===== src/rtl/fetch_decode_unit.sv =====
// fetch_decode_unit
//   Instruction fetch from a 256-byte big-endian ROM, an IF/ID pipeline
//   register, and an ARM-style control decoder driven from that register.
//
// Ports
//   clk             in   1   rising-edge clock
//   reset           in   1   asynchronous, active-low; clears IF/ID while low
//   pc              in   32  fetch address (pc[7:0] addresses the ROM)
//   next_pc         in   32  PC+4 captured alongside the instruction
//   E               in   1   IF/ID load enable (1 = capture, 0 = hold)
//   if_instruction  out  32  combinational ROM word at pc[7:0]
//   instr_out       out  32  registered instruction
//   Next_PC         out  32  registered next_pc
//   instr_i*        out  -   bit-slices of instr_out
//   ALU_OP .. ID_BL out  -   decoded control, combinational from instr_out
//
// Mem has no write port; it is loaded by hierarchical assignment and is
// deliberately untouched by reset.

module fetch_decode_unit (
  input  logic        clk,
  input  logic        reset,
  input  logic [31:0] pc,
  input  logic [31:0] next_pc,
  input  logic        E,
  output logic [31:0] if_instruction,
  output logic [31:0] instr_out,
  output logic [31:0] Next_PC,
  output logic [23:0] instr_i23_i0,
  output logic [3:0]  instr_i3_i0,
  output logic [3:0]  instr_i19_i16,
  output logic [3:0]  instr_i31_i28,
  output logic [11:0] instr_i11_i0,
  output logic [3:0]  instr_i15_i12,
  output logic [3:0]  ALU_OP,
  output logic [1:0]  ID_AM,
  output logic        ID_LOAD,
  output logic        ID_MEM_WRITE,
  output logic        STORE_CC,
  output logic        ID_MEM_SIZE,
  output logic        ID_MEM_E,
  output logic        RF_E,
  output logic        ID_B,
  output logic        ID_BL
);

  logic [7:0]  Mem [0:255];

  logic [31:0] r_instr;
  logic [31:0] r_next_pc;

  logic [7:0]  w_a0;
  logic [7:0]  w_a1;
  logic [7:0]  w_a2;
  logic [7:0]  w_a3;
  logic        w_unused_pc;

  // Byte addresses wrap inside the 256-byte space by 8-bit arithmetic.
  assign w_a0 = pc[7:0];
  assign w_a1 = w_a0 + 8'd1;
  assign w_a2 = w_a0 + 8'd2;
  assign w_a3 = w_a0 + 8'd3;
  assign w_unused_pc = ^pc[31:8];

  assign if_instruction = {Mem[w_a0], Mem[w_a1], Mem[w_a2], Mem[w_a3]};

  always_ff @(posedge clk or negedge reset) begin
    if (!reset) begin
      r_instr   <= 32'h0;
      r_next_pc <= 32'h0;
    end else if (E) begin
      r_instr   <= if_instruction;
      r_next_pc <= next_pc;
    end
  end

  assign instr_out     = r_instr;
  assign Next_PC       = r_next_pc;
  assign instr_i23_i0  = r_instr[23:0];
  assign instr_i3_i0   = r_instr[3:0];
  assign instr_i19_i16 = r_instr[19:16];
  assign instr_i31_i28 = r_instr[31:28];
  assign instr_i11_i0  = r_instr[11:0];
  assign instr_i15_i12 = r_instr[15:12];

  logic [3:0] w_opcode;
  logic       w_is_nop;
  logic       w_is_dp;
  logic       w_is_ls;
  logic       w_is_br;

  assign w_opcode = r_instr[24:21];
  // An all-zero word would otherwise decode as AND r0,r0,r0; treat it as NOP.
  assign w_is_nop = (r_instr == 32'h0);
  // [27:26]=00 with [25]=0, [7]=1, [4]=1 is the multiply/extra load-store space,
  // which this decoder does not support.
  assign w_is_dp  = !w_is_nop && (r_instr[27:26] == 2'b00) &&
                    !(!r_instr[25] && r_instr[7] && r_instr[4]);
  assign w_is_ls  = (r_instr[27:26] == 2'b01);
  assign w_is_br  = (r_instr[27:25] == 3'b101);

  always_comb begin
    ALU_OP       = 4'b0000;
    ID_AM        = 2'b00;
    ID_LOAD      = 1'b0;
    ID_MEM_WRITE = 1'b0;
    STORE_CC     = 1'b0;
    ID_MEM_SIZE  = 1'b0;
    ID_MEM_E     = 1'b0;
    RF_E         = 1'b0;
    ID_B         = 1'b0;
    ID_BL        = 1'b0;
    if (w_is_dp) begin
      ALU_OP   = w_opcode;
      STORE_CC = r_instr[20];
      // TST/TEQ/CMP/CMN (1000-1011) only set flags.
      RF_E     = (w_opcode[3:2] != 2'b10);
      if (r_instr[25])     ID_AM = 2'b00;
      else if (r_instr[4]) ID_AM = 2'b10;
      else                 ID_AM = 2'b11;
    end else if (w_is_ls) begin
      ID_MEM_E     = 1'b1;
      ID_LOAD      = r_instr[20];
      ID_MEM_WRITE = ~r_instr[20];
      ID_MEM_SIZE  = r_instr[22];
      RF_E         = r_instr[20];
      ALU_OP       = r_instr[23] ? 4'b0100 : 4'b0010;
      if (!r_instr[25])                 ID_AM = 2'b01;
      else if (r_instr[11:4] == 8'h00)  ID_AM = 2'b10;
      else                              ID_AM = 2'b11;
    end else if (w_is_br) begin
      ID_B  = 1'b1;
      ID_BL = r_instr[24];
    end
  end

endmodule


===== config.mk =====
export PLATFORM = sky130hd
export DESIGN_NAME = fetch_decode_unit
export DESIGN_NICKNAME = d
export VERILOG_FILES = /design/src/rtl/fetch_decode_unit.sv
export SDC_FILE = /design/constraint.sdc
export NUM_CORES = 1
export LEC_CHECK = 0
export ABC_AREA = 1
export BUFFER_PORTS_ARGS = -buffer_cell sky130_fd_sc_hd__buf_4
export CORE_MARGIN = 3
export CORE_UTILIZATION = 33
export CTS_BUF_LIST = sky130_fd_sc_hd__clkbuf_4
export DETAILED_ROUTE_END_ITERATION = 8
export PLACE_DENSITY = 0.78
export SETUP_SLACK_MARGIN = 0.3
export SLEW_MARGIN = 15
export SYNTH_ARGS = -nofsm -noshare
export SYNTH_HDL_FRONTEND = slang
export SYNTH_SLANG_ARGS = --single-unit

===== constraint.sdc =====
create_clock -name clk -period 0.8 [get_ports clk]
set_input_delay 0.16 -clock clk [delete_from_list [all_inputs] [get_ports clk]]
set_output_delay 0.16 -clock clk [all_outputs]
set_load 0.02 [all_outputs]

==> summary.txt <==
Timing
  – Setup WS post-layout: -0.258 ns
  – Final hold vios: 32
  – Tmin final: 1.06 ns
  – Hold Slack: -0.245 ns
  – Finish-stage setup viols: 38
  – Maximum clock frequency: 945 MHz
  – RSZ-0062 raised after global routing: yes
  – Final Cycle Share: 132%
  – Max-slew violations: 0
  – Clk_skew: 0 ns

Logic synthesis
  – Syn Std Cell Area: 2270 um^2
  – Syn_area_per_cell: 8.51 um^2
  – Synth Warn #: 0
  – Post-synthesis register bit count: 32
  – Top cells by area, synth: buf_4 (43%), dfrtp_1 (35%), nand2_1 (14%), nand2_2 (2.8%), clkbuf_8 (1.8%)
  – Mapped Cells: between 200 and 300
  – Yosys top cell by area: buf_4
  – Seq/Total Area, Yosys: 35.2%
  – Count of cell types in the netlist: 9
  – Share of the synthesized area in the top cell type: between 40% and 50%

Clock tree
  – CTS tree: yes
  – Clk buf depth: 2
  – H-tree depth: 2
  – TritonCTS Buffers: 5
  – Count of clock tree sinks: 32
  – Root Buffer: clkbuf_4
  – Clk slew on worst S/H paths: approximately 0.10 ns
  – Clk_lat worst skew: roughly 0.32 ns

Global routing
  – Largest net degree at the start of global routing: 33
  – Initial antenna violation count: 0
  – Global-route wire length before repair: between 5000 and 6000 um
  – Global route overflow: 0
  – Number of global-route vias before repair: 1285
  – Total track usage: 9.95%

Power
  – Reg power frac: 43.4%
  – Power Total: 0.00440 W
  – Internal power: 0.00271 W
  – P_sw: 0.00169 W
  – Sw frac: about two fifths
  – Max VDD drop: roughly 0.46 mV
  – Pwr per Cell Area: roughly 1600 nW/um^2
  – Combinational share of power: 37.7%
  – Clk network pwr share: about a fifth
  – Leak: 1.58 nW

Worst setup path
  – Critical Path Fanout Max: 2
  – CP endpoint kind: primary output
  – CP startpoint kind: flop
  – Slowest CP cell: dfrtp_2
  – Delay-heaviest family, CP: flip-flops
  – Crit-path cells: buf_6
  – WP data required: around 0.64 ns
  – Setup CP Type: flop to primary output
  – CP Buf/Inv Count: 1
  – Worst path arrival time: 0.90 ns
  – Max incr delay on CP: 0.44 ns

Run
  – Max Cap Viol: 0

Finish
  – Most frequent cells in the layout: conb_1 (130), nand2_1 (72), buf_6 (50), buf_4 (35), dfrtp_2 (32)
  – Most common cell after layout, fill and taps aside: conb_1
  – Finished Cell Area: 2770 um^2
  – # diodes: 0
  – Ratio of cells with drive above 1 in the final layout: between 40 and 50%
  – Synth-to-layout area growth: 21.8%
  – Max FFs per register: 32
  – Layout Nets: 420
  – Fillers: 628

Route
  – First-pass iteration count of the detailed router: 4
  – Avg WL per Cell: 10.5 um
  – DRT antenna net count: 0
  – Detailed Route Iter0 Violations: 20
  – DRT Wirelength: 4500 um
  – Vias: 1507
  – DRC violation count after routing: 0
  – Vias per cell: 3.50

Placed design
  – Number of port buffers: 66
  – Post-DP HPWL: around 3300 um
  – GPL Wtd Cong: 0.661
  – Post-Place Cell Area: 2360 um^2
  – Dpl ws: 0.0378 ns

Die
  – IO Count: 229
  – Initial Util: 35.0%
  – Row count: 29
  – Die width: 89.0 um
  – Die H: 89.0 um
  – Core Area: 6490 um^2
  – Die area: 7920 um^2

Hold path
  – Hold Crit Class: input pin to asynchronous set/reset pin

Status
  – Outcome: finished with violations
  – Violations in the final reports: negative hold slack, negative setup slack
==> kinds of logic (layout without fill, tap and decap cells) <==
kind of cell,count (synthesis),count (layout),share of synthesized area [%]
simple gates,96,96,17.0
buf+inv,138,95,47.6
flops,32,32,35.2
other cells,1,130,0.165
==> layer usage <==
metal / part of all wire, % / global-route usage (%)
met5: 0 / 0
met4: 2.0 / 5.55
met3: 12 / 3.04
met2: 55 / 18.6
met1: 31 / 9.68
==> repair_timing <==
action,CTS,global route
setup endpoints to repair,64,64
resized for setup,44,20
buffers inserted,10,9
hold endpoints to repair,32,32
pin swaps,2,7
==> per-stage QoR <==
stage / utilization (%) / TNS, ns / instances / hold slack [ns]
after floorplan: - / 0 / 396 / -0.136
after global placement: 36.3 / 0 / 404 / 0.124
after detailed placement: 36.3 / 0 / 404 / 0.127
after CTS: 40.6 / -8.29 / 421 / -0.243
after global routing: 42.6 / -9.41 / 430 / -0.225
final: 42.6 / -7.86 / 430 / -0.245
==> layout make-up <==
cell class	instances	area, um^2	share of cell area (%)
flip-flops and latches	32	841	30.4
multi-input cells	226	908	32.8
well taps	77	96.3	3.48
repair buffers	87	866	31.3
clock inverters	2	7.51	0.271
inverters	1	11.3	0.407
clock buffers	5	37.5	1.36
==> Yosys cell counts <==
library cell and n:
inv_8 1, buf_6 3, buf_4 130, buf_12 1
conb_1 1, clkbuf_8 3, nand2_2 10, nand2_1 86
dfrtp_1 32
==> power groups by stage <==
stage                     sequential, W  combinational, W  clock, W
final                           0.00191           0.00166  0.000833
after global routing            0.00193           0.00179  0.000952
after CTS                       0.00190           0.00154  0.000884
after floorplan                 0.00208           0.00123         0
after detailed placement        0.00190           0.00135         0
after global placement          0.00189           0.00134         0
==> path summary, 6_finish.rpt <==
| check | startpoint | cells past startpoint | slack [ns] | end |
|---|---|---|---|---|
| min in group clk | next_pc[20] | 3 | 0.02 | Next_PC[20] |
| min reg2reg | Next_PC[23] | 2 | 0.49 | Next_PC[23] |
| min | reset | 1 | -0.25 | Next_PC[5] |
| max in group asynchronous | reset | 1 | 0.73 | Next_PC[19] |
| max reg2reg | Next_PC[4] | 4 | -0.05 | Next_PC[4] |
| max | Next_PC[31] | 1 | -0.26 | Next_PC[31] |
Power figures use the tool's default switching activity.
